## src/rtl/io_ctrl_regs.sv

```systemverilog
// io_ctrl_regs: control/status register block for the multi-port I/O capture stage.
// Holds the capture-stage configuration, generates per-port clear pulses, returns
// the 64-bit capture word through a coherent lo/hi read pair, and turns the level
// IRQ from the capture stage into a sticky, acknowledgeable interrupt.
module io_ctrl_regs #(
    parameter int unsigned NUM_PORTS  = 12,
    parameter int unsigned DATA_WIDTH = 64,
    parameter logic [31:0] ID_VALUE   = 32'h494F_0001
) (
    input  logic                      clk,
    input  logic                      rst_n,
    input  logic                      req_valid,
    output logic                      req_ready,
    input  logic                      req_write,
    input  logic [3:0]                req_addr,
    input  logic [31:0]               req_wdata,
    output logic                      rsp_valid,
    output logic [31:0]               rsp_rdata,
    output logic                      io_enable,
    output logic [NUM_PORTS-1:0]      io_clr,
    output logic [NUM_PORTS-1:0]      io_noise_en,
    output logic [NUM_PORTS-1:0]      io_irq_mask,
    output logic [2*NUM_PORTS-1:0]    io_select_edge,
    output logic [2*NUM_PORTS-1:0]    io_select_irq,
    input  logic [DATA_WIDTH-1:0]     io_data,
    input  logic                      io_irq,
    output logic                      irq_out
);

    localparam int unsigned SEL_W = 2 * NUM_PORTS;

    localparam logic [3:0] ADDR_CTRL       = 4'd0;
    localparam logic [3:0] ADDR_NOISE_EN   = 4'd1;
    localparam logic [3:0] ADDR_IRQ_MASK   = 4'd2;
    localparam logic [3:0] ADDR_EDGE_SEL   = 4'd3;
    localparam logic [3:0] ADDR_IRQ_SEL    = 4'd4;
    localparam logic [3:0] ADDR_CLR        = 4'd5;
    localparam logic [3:0] ADDR_DATA_LO    = 4'd6;
    localparam logic [3:0] ADDR_DATA_HI    = 4'd7;
    localparam logic [3:0] ADDR_IRQ_STATUS = 4'd8;
    localparam logic [3:0] ADDR_ID         = 4'd9;

    typedef enum logic {
        S_IDLE = 1'b0,
        S_RESP = 1'b1
    } state_t;

    state_t state_q, state_d;

    logic [1:0]           ctrl_q,    ctrl_d;
    logic [NUM_PORTS-1:0] noise_q,   noise_d;
    logic [NUM_PORTS-1:0] mask_q,    mask_d;
    logic [SEL_W-1:0]     edge_q,    edge_d;
    logic [SEL_W-1:0]     irqsel_q,  irqsel_d;
    logic [NUM_PORTS-1:0] clr_q,     clr_d;
    logic [31:0]          shadow_q,  shadow_d;
    logic [31:0]          rdata_q,   rdata_d;
    logic                 irq_q,     irq_d;
    logic                 irq_prev_q, irq_prev_d;
    logic                 pending_q, pending_d;
    logic                 irq_out_q, irq_out_d;

    logic accept;
    logic pending_clr;
    logic irq_rise;

    // Upper write-data bits beyond the widest register are intentionally dropped.
    logic unused_wdata;
    assign unused_wdata = ^req_wdata;

    assign accept = req_valid & req_ready;

    // FSM state register
    always_ff @(posedge clk or negedge rst_n) begin
        if (!rst_n) state_q <= S_IDLE;
        else        state_q <= state_d;
    end

    // FSM next state: one response cycle after every accepted request
    always_comb begin
        state_d = state_q;
        case (state_q)
            S_IDLE:  if (accept) state_d = S_RESP;
            S_RESP:  state_d = S_IDLE;
            default: state_d = S_IDLE;
        endcase
    end

    // FSM outputs: ready only while idle, response valid for the single RESP cycle
    always_comb begin
        req_ready = 1'b0;
        rsp_valid = 1'b0;
        case (state_q)
            S_IDLE:  req_ready = 1'b1;
            S_RESP:  rsp_valid = 1'b1;
            default: req_ready = 1'b0;
        endcase
    end

    // Register writes, read-data capture, shadow latch and interrupt tracking
    always_comb begin
        ctrl_d      = ctrl_q;
        noise_d     = noise_q;
        mask_d      = mask_q;
        edge_d      = edge_q;
        irqsel_d    = irqsel_q;
        clr_d       = '0;
        shadow_d    = shadow_q;
        rdata_d     = '0;
        pending_clr = 1'b0;
        irq_d       = io_irq;
        irq_prev_d  = irq_q;

        if (accept) begin
            if (req_write) begin
                case (req_addr)
                    ADDR_CTRL:       ctrl_d      = req_wdata[1:0];
                    ADDR_NOISE_EN:   noise_d     = req_wdata[NUM_PORTS-1:0];
                    ADDR_IRQ_MASK:   mask_d      = req_wdata[NUM_PORTS-1:0];
                    ADDR_EDGE_SEL:   edge_d      = req_wdata[SEL_W-1:0];
                    ADDR_IRQ_SEL:    irqsel_d    = req_wdata[SEL_W-1:0];
                    ADDR_CLR:        clr_d       = req_wdata[NUM_PORTS-1:0];
                    ADDR_IRQ_STATUS: pending_clr = req_wdata[0];
                    default:         ;
                endcase
            end else begin
                case (req_addr)
                    ADDR_CTRL:       rdata_d = 32'(ctrl_q);
                    ADDR_NOISE_EN:   rdata_d = 32'(noise_q);
                    ADDR_IRQ_MASK:   rdata_d = 32'(mask_q);
                    ADDR_EDGE_SEL:   rdata_d = 32'(edge_q);
                    ADDR_IRQ_SEL:    rdata_d = 32'(irqsel_q);
                    ADDR_DATA_LO: begin
                        rdata_d  = io_data[31:0];
                        shadow_d = io_data[63:32];
                    end
                    ADDR_DATA_HI:    rdata_d = shadow_q;
                    ADDR_IRQ_STATUS: rdata_d = 32'(pending_q);
                    ADDR_ID:         rdata_d = ID_VALUE;
                    default:         rdata_d = '0;
                endcase
            end
        end

        // A fresh rising edge beats a simultaneous acknowledge
        irq_rise  = irq_q & ~irq_prev_q;
        pending_d = irq_rise | (pending_q & ~pending_clr);
        irq_out_d = pending_q & ctrl_q[1];
    end

    // Datapath flops
    always_ff @(posedge clk or negedge rst_n) begin
        if (!rst_n) begin
            ctrl_q     <= '0;
            noise_q    <= '0;
            mask_q     <= '0;
            edge_q     <= '0;
            irqsel_q   <= '0;
            clr_q      <= '0;
            shadow_q   <= '0;
            rdata_q    <= '0;
            irq_q      <= 1'b0;
            irq_prev_q <= 1'b0;
            pending_q  <= 1'b0;
            irq_out_q  <= 1'b0;
        end else begin
            ctrl_q     <= ctrl_d;
            noise_q    <= noise_d;
            mask_q     <= mask_d;
            edge_q     <= edge_d;
            irqsel_q   <= irqsel_d;
            clr_q      <= clr_d;
            shadow_q   <= shadow_d;
            rdata_q    <= rdata_d;
            irq_q      <= irq_d;
            irq_prev_q <= irq_prev_d;
            pending_q  <= pending_d;
            irq_out_q  <= irq_out_d;
        end
    end

    assign rsp_rdata      = rdata_q;
    assign io_enable      = ctrl_q[0];
    assign io_clr         = clr_q;
    assign io_noise_en    = noise_q;
    assign io_irq_mask    = mask_q;
    assign io_select_edge = edge_q;
    assign io_select_irq  = irqsel_q;
    assign irq_out        = irq_out_q;

endmodule

```

## config.mk

```make
export PLATFORM = sky130hd
export DESIGN_NAME = io_ctrl_regs
export DESIGN_NICKNAME = d
export VERILOG_FILES = /design/src/rtl/io_ctrl_regs.sv
export SDC_FILE = /design/constraint.sdc
export NUM_CORES = 1
export LEC_CHECK = 0
export BUFFER_PORTS_ARGS = -buffer_cell sky130_fd_sc_hd__buf_2
export CORE_MARGIN = 4
export CORE_UTILIZATION = 40
export CTS_CLUSTER_DIAMETER = 100
export DETAILED_ROUTE_END_ITERATION = 10
export GPL_ROUTABILITY_DRIVEN = 0
export PLACE_DENSITY = 0.65
export SETUP_SLACK_MARGIN = 0.1
export SYNTH_ARGS = -nofsm -noshare
export SYNTH_HDL_FRONTEND = slang
export SYNTH_SLANG_ARGS = --single-unit
```

## constraint.sdc

```tcl
create_clock -name clk -period 3.9 [get_ports clk]
set_input_delay 0.39 -clock clk [delete_from_list [all_inputs] [get_ports clk]]
set_output_delay 0.39 -clock clk [all_outputs]
set_load 0.005 [all_outputs]
```

=== After elaboration in Yosys (flattened, before gate mapping) ===
Index checks and enable logic that the tools add are counted.

* Register bits: 155
* Output and inout bits: 120

* Eq/ne operators: 9
* Multiplexer cells: 13
* Bitwise gates (word level): 9
* Reductions and logical operators: 7

{| class="wikitable"
|+ Operator list
! kind !! count
|-
| $pmux 32 s9 || 1
|-
| $mux 32 || 2
|-
| $mux 12 || 3
|-
| $reduce_and 3->1 || 6
|-
| $eq 4x3->1 const B || 4
|-
| $eq 4x2->1 const B || 2
|-
| $eq 4x4->1 const B || 2
|-
| $mux 1 || 6
|-
| $and 1x1->1 || 4
|-
| $eq 4x1->1 const B || 1
|-
| $logic_not 4->1 || 1
|-
| $not 1->1 || 4
|-
| $pmux 1 s2 || 1
|-
| $or 1x1->1 || 1
|}

=== Logic depth before layout (Yosys ltp) ===
Gate-level depths: netlist (run 1).

* Word-level depth: 7
* Depth in mapped cells: 7
* Gate-level depth less buffers: 4

=== Worst setup path after synthesis (run 1) ===
Ideal clock, no wire load.

* Path type: input to register
* Start: input port req_addr[0]
* End: register irqsel_q[10] (netlist: io_select_irq[10])
* Library setup time: 128 ps
* Arrival: 1,532 ps
* Required time: 3,772 ps
* Path slack: 2,241 ps
* Stages: 6
* Buffers on the path: 3
* Path through: buf_2 > nor3_2 > and2_1 > buf_2 > buf_4 > mux2_1

* Longest elaborated chain between the ends: 2

{| class="wikitable"
|+ Ends and longest elaborated chain
! item !! RTL line !! source
|-
| start: declaration || 15 || <nowiki>input logic [3:0] req_addr,</nowiki>
|-
| $eq 4x3->1 || 116 || <nowiki>case (req_addr)</nowiki>
|-
| $reduce_and 3->1 (no line) || n/a ||
|-
| end signal: assignment || 171 || <nowiki>irqsel_q <= irqsel_d;</nowiki>
|-
| end: declaration || 54 || <nowiki>logic [SEL_W-1:0] irqsel_q, irqsel_d;</nowiki>
|}

Every way passes these cells.
A chain may end at the register's enable or synchronous reset.

=== Worst setup path in the final report (run 1) ===
* Start: input port req_addr[0]
* End: register noise_q[8] (netlist: io_noise_en[8])

* Longest elaborated chain between the ends: 2

{| class="wikitable"
|+ Ends and longest elaborated chain
! item !! RTL line !! source
|-
| $eq 4x1->1 || 116 ||
|-
| $reduce_and 3->1 (no line) || n/a ||
|-
| end signal: assignment || 168 || <nowiki>noise_q <= noise_d;</nowiki>
|-
| end: declaration || 51 || <nowiki>logic [NUM_PORTS-1:0] noise_q, noise_d;</nowiki>
|}

Every way passes these cells.

==> results_dict.tcl, run 1 <==
set metrics [dict create \
    cp_slowest_cell "and3_1" \
    tritoncts.num_buffers 17 \
    syn_area_sq_um 6370 \
    routed.top_layer "met4" \
    wl_met1_um 8040 \
    grt.overflow.total 0 \
    relSlewSlack_pct 33.1 \
    synth_top_family_by_area "multiplexers" \
    cp_max_fo 21 \
    yosys_warnings 0 \
    fin_crit_ns 2.28 \
    port_buffers 216 \
    place_area_sq_um 7690 \
    cts_tree "yes" \
    final_nets 782 \
    synth_compound_area_share_pct 10.1 \
    synth-xor-area-share_pct 0 \
    ys_seq_area_share_pct 60.9 \
    fp.dieW_um 134 \
    reg2reg_depth 4 \
    synthMuxAreaShare_pct 20.5 \
    power_density_nw_per_um2 511 \
    timing.hold.ws_ns -0.0362 \
    cp-start-kind "primary input" \
    grt_pass1_wl_um 29300 \
    vias 4828 \
    max_stage_delay_ns 0.67 \
    clkSinkCount 155 \
    fin_crit_sh_pct 58.6 \
    cts_buffer_depth 2 \
    synth-seq-cells 155 \
    drt-vias-per-instance 5.35 \
    htreeDepth 4 \
    wl_met2_um 9640 \
    violations "negative hold slack" \
    cellLeakagePower_uw 0.00427 \
    design_area_sq_um 8330 \
    rsz0062_at_grt "no" \
    path_class "in2reg" \
    ys_types 31 \
    postCtsResizedCells 0 \
    ctsHoldBuffers 0 \
    synth_edf_count 0 \
    first_pass_iters 5 \
    grt_antenna_before_repair 1 \
    report.final.slew_viol_count 0 \
    synthCells 463 \
    cp_data_arrival_time_ns 2.59 \
    syn_to_final_growth_pct 30.9 \
    postCtsSetupBuffers 0 \
    tightest_slew_ns 0.996 \
    start_util_pct 41.4 \
    worstPathCellList "buf_2 > nor2b_1 > buf_4 > and3_1 > mux2_2" \
    r2r_slack_ns 1.72 \
    yosysTopAreaCellShare_pct 60.9 \
    r2r_start "state_q" \
    groute.usage.overall_pct 21.4 \
    netlist_top_cells_area "dfrtp_1 61%, mux2_2 13%, mux2_1 7.3%" \
    finalSetupTns_ns 0 \
    fmax_ghz 0.438 \
    core_sq_um 15400 \
    outcome "complete, but fails checks" \
    fp-row-count 45 \
    layout-drive-gt1-share_pct 49.3 \
    ant_nets 0 \
    routedWlPerCell_um 21.3 \
    vdd_drop_max_mv 0.277 \
    maxCapViolations 0 \
    ys.flop_type "dfrtp_1" \
    synth_top_cell_by_area "dfrtp_1" \
    regToRegEndpoint "io_noise_en[8]" \
    die_h_um 134 \
    clk_latency_ns 0.43 \
    dpl.hpwl_um 13000 \
    die_area_sq_um 18000 \
    grt_pass1_vias 5097 \
    grt_max_degree 82 \
    drc 0 \
    first_iter_violations 357 \
    setup_viol 0 \
    synthAdderAreaFrac_pct 0 \
    syn_area_per_cell_sq_um 13.7 \
    ys_async_sr_fraction_pct 100 \
    met3_length_um 1180 \
    clk_pin_slew_ns 0.06 \
    boundaryPins 225 \
    clock_skew_ns 0.0106 \
    worstPathRequired_ns 4.20 \
    yosys.area_share.simple_pct 5.86 \
    wl_um 19200 \
    hold_viol_final 18 \
    synth.most_common_cell "dfrtp_1" \
    cts_root_buf "clkbuf_16" \
    synth_commonest_cells "155 x dfrtp_1, 75 x mux2_2, 41 x mux2_1, 36 x a22oi_1, 20 x a21oi_1" \
    hold_path_class "in2async" \
    end_kind "flip-flop" \
    syn_nets 568 \
]
-- power by group --
group	leakage [uW]	switching (uW)	internal [uW]
clock	0.000317	645	1140
combinational	0.00189	249	290
sequential	0.00206	136	1800
-- critical path: cells and delay by family --
family	cells	cell delay [ns]
AND/OR/NAND/NOR	2	1.08
multiplexers	1	0.42
buffers and inverters	2	0.68
-- layout make-up --
cell class,instances,area (sq um)
fillers,1337,7040
inverters,3,11.3
clock buffers,22,484
multi-input cells,273,2350
repair buffers,227,1180
clock inverters,10,160
diodes,1,2.50
well taps,211,264
flip-flops and latches,155,3880
-- metrics by stage --
stage	util (%)	hold WS [ns]	worst slack (ns)	total power [uW]	cells
after CTS	54.2	0.00640	1.62	4300	901
after global placement	50.0	0.364	1.29	2470	869
after global routing	54.2	0.0133	1.48	4440	902
after detailed placement	50.0	0.372	1.18	2510	869
final	54.2	-0.0362	1.62	4260	902
after floorplan	-	0.0944	2.24	2180	463
-- cells by family (layout without fill, tap and decap cells) --
family,count (synthesis),count (layout)
flops,155,155
mux,116,116
compound gates,91,91
simple gates,66,66
buf+inv,35,262
other cells,0,1
-- worst max-delay path by stage --
stage / from / to
after global placement: req_addr[0] / io_noise_en[3]
after CTS: req_addr[0] / io_noise_en[8]
after detailed placement: req_addr[0] / io_noise_en[8]
after global routing: req_addr[0] / io_noise_en[5]
final: req_addr[0] / io_noise_en[8]
after floorplan: req_addr[0] / io_select_irq[10]
-- state kept, by name (all words and copies together) (netlist names) --
name and flops:
pending_q 1, shadow_q 32, io_select_irq 24, io_clr 12
state_q 1, io_select_edge 24, irq_prev_d 1, irq_out 1
ctrl_q 2, rsp_rdata 32, irq_prev_q 1, io_noise_en 12
io_irq_mask 12
-- cell usage in the layout (no fill, tap or decap), drive strengths merged --
master and n:
clkinvlp 1, nand3 4, nor3b 3, a21oi 20
nor2 10, nand2b 2, buf 227, a222oi 10
and4b 1, dfrtp 155, nor4 1, o21bai 1
nand2 15, a2bb2o 1, or3 2, nor3 2
nor2b 6, or3b 1, o22ai 1, a31oi 9
inv 5, mux2 116, and3 2, clkbuf 22
diode 1, nand3b 1, a22oi 36, a22o 8
o21ai 5, clkinv 3, and2 16, bufinv 4
-- metal layers --
metal	up-vias	global-route usage (%)
li1	2133	-
met1	2489	27.3
met2	182	35.4
met3	24	6.04
met4	0	7.35
met5	-	0
Note: power is estimated with default switching activity, not from simulation.
==> run 2, diff against run 1 <==
ABC_AREA = 1   (was unset)
PLACE_DENSITY = 0.68   (was 0.65)
clock period = 2 ns   (was 3.9 ns; I/O delays follow)
==> run 2 against run 1 <==
Against the previous run:
- the flow now finishes without violations
- combinational power is 91% higher
- sequential cell count is the same
- critical path type is now reg2reg
- sequential power up 93%
- highest routed layer unchanged
==> results_dict.tcl, run 2 <==
set metrics [dict create \
    grt.overflow.total 0 \
    worstPathRequired_ns 2.28 \
    switching_share_pct 26.0 \
    clk_latency_ns 0.42 \
    vdd_drop_max_mv 0.566 \
    rsz0062_at_grt "no" \
    fp.dieW_um 136 \
    fp-row-count 46 \
    cellLeakagePower_uw 0.00486 \
    syn_area_per_cell_sq_um 8.35 \
    clockPowerShare_pct 41.9 \
    place_area_sq_um 7960 \
    syn_area_sq_um 6590 \
    syn_to_final_growth_pct 31.8 \
    cts_buffer_depth 2 \
    final_cell_mix "317 x nand2_1, 215 x buf_2, 155 x dfrtp_1, 60 x nand3_1, 54 x o21ai_0" \
    syn_nets 895 \
    hold_viol_final 0 \
    path_class "reg2reg" \
    final_nets 1122 \
    drc 0 \
    drt-vias-per-instance 4.74 \
    final_common_cell "nand2_1" \
    fin_crit_sh_pct 80.4 \
    first_pass_iters 5 \
    ys_types 20 \
    wl_um 19700 \
    end_kind "flip-flop" \
    tightest_slew_ns 0.544 \
    dpl.hpwl_um 14300 \
    wl_met1_um 8810 \
    wl_met2_um 9340 \
    finalSetupTns_ns 0 \
    p_int_uw 6080 \
    design_area_sq_um 8690 \
    groute.usage.overall_pct 21.6 \
    yosysTopAreaCellShare_pct 58.8 \
    fin_crit_ns 1.61 \
    setup_viol 0 \
    netlist_top_cells_area "dfrtp_1 59%, nand2_1 18%, nand3_1 4.6%" \
    ys.flop_type "dfrtp_1" \
    fmax_ghz 0.622 \
    synth_edf_count 0 \
    grt_max_degree 55 \
    core_sq_um 16000 \
    ys_async_sr_fraction_pct 100 \
    grt_pass1_wl_um 30700 \
    clk_pin_slew_ns 0.06 \
    seqPwrFrac_pct 45.6 \
    synth-seq-cells 155 \
    relSlewSlack_pct 63.7 \
    htreeDepth 4 \
    ant_nets 0 \
    synthCells 790 \
    yosys_warnings 0 \
    power_density_nw_per_um2 946 \
    maxCapViolations 0 \
    die_area_sq_um 18600 \
    port_buffers 216 \
    die_h_um 136 \
    first_iter_violations 307 \
    fin_ws_ns 0.393 \
    finish.utilization_pct 54.3 \
    vias 5910 \
    num-fill-cells 1595 \
    grt_antenna_before_repair 0 \
    diodes 0 \
    report.final.slew_viol_count 0 \
    clkSinkCount 155 \
    ys_seq_area_share_pct 58.8 \
    power_switching_uw 2140 \
    hold_path_class "in2reg" \
    start_util_pct 41.2 \
    synth_commonest_cells "317 x nand2_1, 155 x dfrtp_1, 60 x nand3_1, 54 x o21ai_0, 53 x inv_1" \
    cp_max_fo 48 \
    place_ws_ns 0.326 \
    synth.most_common_cell "nand2_1" \
    cp-start-kind "flip-flop" \
    synth_top_cell_by_area "dfrtp_1" \
    routedWlPerCell_um 15.8 \
    cp_data_arrival_time_ns 1.89 \
    routed.top_layer "met4" \
    clock_skew_ns 0.0102 \
    boundaryPins 225 \
    cts_tree "yes" \
    combPwrFrac_pct 12.5 \
    outcome "finished, final reports clean" \
    cts_root_buf "clkbuf_16" \
    tritoncts.num_buffers 17 \
    met3_length_um 1240 \
    grt_pass1_vias 5648 \
    layout-drive-gt1-share_pct 27.9 \
    postCtsResizedCells 0 \
]
## run 2: cells by family (layout without fill, tap and decap cells)
family,count (synthesis),count (layout),share of synthesized area [%]
buffers and inverters,98,338,6.23
and+or+nand+nor,444,444,27.9
DFF,155,155,58.8
AOI/OAI and AO/OA,93,93,7.08
## run 2: final cells by class
| type | instances | area (sq um) | area share, % |
|---|---|---|---|
| Timing Repair Buffer | 249 | 1380 | 15.9 |
| Multi-Input combinational cell | 537 | 2310 | 26.6 |
| Inverter | 57 | 214 | 2.46 |
| Tap cell | 216 | 270 | 3.11 |
| Clock buffer | 19 | 443 | 5.10 |
| Clock inverter | 13 | 193 | 2.22 |
| Sequential cell | 155 | 3880 | 44.6 |
## run 2: final timing paths
path / slack (ns) / depth (start not counted) / to / start
setup / recovery: 0.39 / 7 / io_select_irq[5] / state_q
hold / removal: 0.02 / 3 / shadow_q[20] / io_data[52]
setup reg to reg: 0.39 / 7 / io_select_irq[5] / state_q
hold reg to reg: 0.39 / 0 / irq_prev_q / irq_prev_d
max in group asynchronous: 1.04 / 3 / rsp_rdata[23] / rst_n
min in group asynchronous: 0.30 / 2 / io_clr[6] / rst_n
## run 2: power by group through the flow
stage / clock network, uW / registers, uW / logic, uW
final: 3440 / 3750 / 1030
after global routing: 3650 / 3800 / 1170
after CTS: 3490 / 3750 / 1050
after detailed placement: 0 / 3800 / 1030
after global placement: 0 / 3790 / 1010
after floorplan: 0 / 3790 / 406
## run 2: through the flow
| step | std cells | total power (uW) | hold WS (ns) |
|---|---|---|---|
| 3_5_place_dp | 1205 | 4830 | 0.202 |
| 4_1_cts | 1246 | 8290 | 0.00102 |
| 3_3_place_gp | 1205 | 4800 | 0.200 |
| 6_report | 1246 | 8220 | 0.0188 |
| 5_1_grt | 1246 | 8620 | 0.0141 |
| 2_1_floorplan | 790 | 4200 | -0.0956 |
## run 2: critical path, stage by stage (launching register included)
cell	delay, ns
dfrtp_1	0.37
inv_1	0.07
nand2_1	0.14
nor2_2	0.29
nand2_1	0.09
buf_4	0.28
nand2_1	0.12
o21ai_0	0.08
## run 2: repair_timing
item | in CTS | in global routing
buffers inserted | 0 | 0
hold buffers | 9 | 0
hold endpoints to repair | 58 | 0
setup endpoints to repair | 0 | 0
## run 2: layer usage
layer | track usage, % | vias to the layer above
met4 | 6.33 | 0
met5 | 0 | -
met3 | 5.03 | 19
met1 | 30.1 | 2763
met2 | 33.8 | 183
li1 | - | 2945
==> run 3, diff against run 2 <==
ABC_AREA = 0   (was 1)
clock period = 1.45 ns   (was 2 ns; I/O delays follow)
==> run 3 against run 2 <==
Against the previous run:
- the run now ends with negative hold slack, negative setup slack left
- power up 40%
- utilization up 8.0 points
- sequential power up 39%
- via count down 9.8%
- critical endpoint is now io_select_irq[23]
- largest power group unchanged
==> results_dict.tcl, run 3 (synthesis gave the netlist of run 1 again) <==
set metrics [dict create \
    ant_nets 0 \
    fp.dieW_um 134 \
    final_nets 880 \
    instances_no_fill 1001 \
    cts_tree "yes" \
    combPwrFrac_pct 15.9 \
    hold_viol_final 1 \
    vias 5332 \
    p_int_uw 8680 \
    switching_share_pct 24.6 \
    seqPwrFrac_pct 45.4 \
    place_area_sq_um 8170 \
    end_kind "flip-flop" \
    report.final.slew_viol_count 0 \
    clockPowerShare_pct 38.7 \
    place_ws_ns -0.138 \
    grt_pass1_wl_um 31100 \
    worstPathRequired_ns 1.75 \
    die_area_sq_um 18000 \
    core_sq_um 15400 \
    dpl.hpwl_um 13700 \
    cts_root_buf "clkbuf_16" \
    final_common_cell "buf_2" \
    post-place-cells 906 \
    tritoncts.num_buffers 17 \
    routedWlPerCell_um 20.5 \
    maxCapViolations 0 \
    groute.usage.overall_pct 22.7 \
    power_switching_uw 2840 \
    hold_path_class "in2reg" \
    clk_latency_ns 0.43 \
    die_h_um 134 \
    cellLeakagePower_uw 0.00482 \
    clkSinkCount 155 \
    setup_viol 108 \
    relSlewSlack_pct 67.6 \
    cp_max_fo 17 \
    violations "negative hold slack, negative setup slack" \
    tightest_slew_ns 0.486 \
    vdd_drop_max_mv 0.764 \
    fmax_ghz 0.643 \
    port_buffers 216 \
    num-fill-cells 1139 \
    clock_skew_ns 0.0126 \
    timing.hold.ws_ns -0.00717 \
    first_pass_iters 5 \
    grt_pass1_vias 5530 \
    drt-vias-per-instance 5.33 \
    cts_buffer_depth 2 \
    htreeDepth 4 \
    power_density_nw_per_um2 1200 \
    rsz0062_at_grt "yes" \
    wl_um 20500 \
    start_util_pct 41.4 \
    fin_crit_sh_pct 107 \
    cp-start-kind "flip-flop" \
    syn_to_final_growth_pct 50.4 \
    grt.overflow.total 0 \
    fin_crit_ns 1.55 \
    ctsHoldBuffers 60 \
    fin_ws_ns -0.104 \
    fp-row-count 45 \
    boundaryPins 225 \
    cp_data_arrival_time_ns 1.86 \
    grt_antenna_before_repair 0 \
    final_cell_mix "215 x buf_2, 155 x dfrtp_1, 60 x dlygate4sd3_1, 57 x mux2_2, 42 x mux2_4" \
    grt_max_degree 49 \
    path_class "reg2reg" \
    outcome "complete, but fails checks" \
    design_area_sq_um 9580 \
    drc 0 \
    finish.utilization_pct 62.3 \
    clk_pin_slew_ns 0.06 \
    layout-drive-gt1-share_pct 52.0 \
    first_iter_violations 371 \
]
[run 3: changes by cell type in the layout (fill, tap and decap cells not counted), sizes merged, moves of 10 or more]
cell,previous run,this run
nand2,319,15
mux2,0,116
o21ai,75,5
nand3,60,4
inv,58,3
dlygate4sd3,9,60
a22oi,0,36
nor2,39,10
buf,240,265
a222oi,0,10
nor3,12,2
[run 3: area by class of cell]
| class | count | area (sq um) | share of cell area, % |
|---|---|---|---|
| well taps | 211 | 264 | 2.76 |
| flip-flops and latches | 155 | 3880 | 40.5 |
| clock inverters | 11 | 146 | 1.53 |
| clock buffers | 20 | 447 | 4.66 |
| inverters | 3 | 11.3 | 0.118 |
| repair buffers | 325 | 2260 | 23.6 |
| diodes | 3 | 7.51 | 0.0784 |
| multi-input cells | 273 | 2560 | 26.7 |
[run 3: critical path, cell delays in order, from the launching register on]
cell     delay (ns)
dfrtp_1        0.40
nor2b_4        0.15
and2_4         0.19
and2_4         0.18
buf_12         0.17
mux2_2         0.35
[run 3: stage by stage]
stage	total power [uW]	TNS (ns)
global route	12000	-13.36
detailed placement	6830	-10.60
CTS	11600	-9.43
global placement	6740	-10.28
finish	11500	-6.67
floorplan	5860	-3.19
[run 3: per-layer routing]
layer,GRT usage (%),vias up,part of all wire [%]
met2,37.8,264,50
met4,8.71,0,1.8
li1,-,2332,-
met3,5.44,38,7.2
met5,0,-,0
met1,28.9,2698,41
[run 3: power by group through the flow]
stage	clock network (uW)	logic (uW)	registers, uW
floorplan	0	635	5220
global placement	0	1500	5230
detailed placement	0	1550	5280
CTS	4540	1800	5210
global route	4710	1970	5290
finish	4460	1830	5230
[run 3: what timing repair did]
action	in CTS	in global routing
setup buffers	1	0
hold endpoints to repair	116	1
gates cloned	0	0
gates resized for setup	37	14
setup endpoints to repair	150	150
pin swaps	0	1
[run 3: worst paths after layout]
check	startpoint	end	slack, ns	cells after the start
setup / recovery	state_q	io_select_irq[23]	-0.10	5
setup reg to reg	state_q	io_select_irq[23]	-0.10	5
hold reg to reg	irq_prev_d	irq_prev_q	0.40	0
max in group asynchronous	rst_n	io_select_irq[4]	0.64	3
hold / removal	req_valid	state_q	-0.007	2
min in group asynchronous	rst_n	rsp_rdata[25]	0.24	2
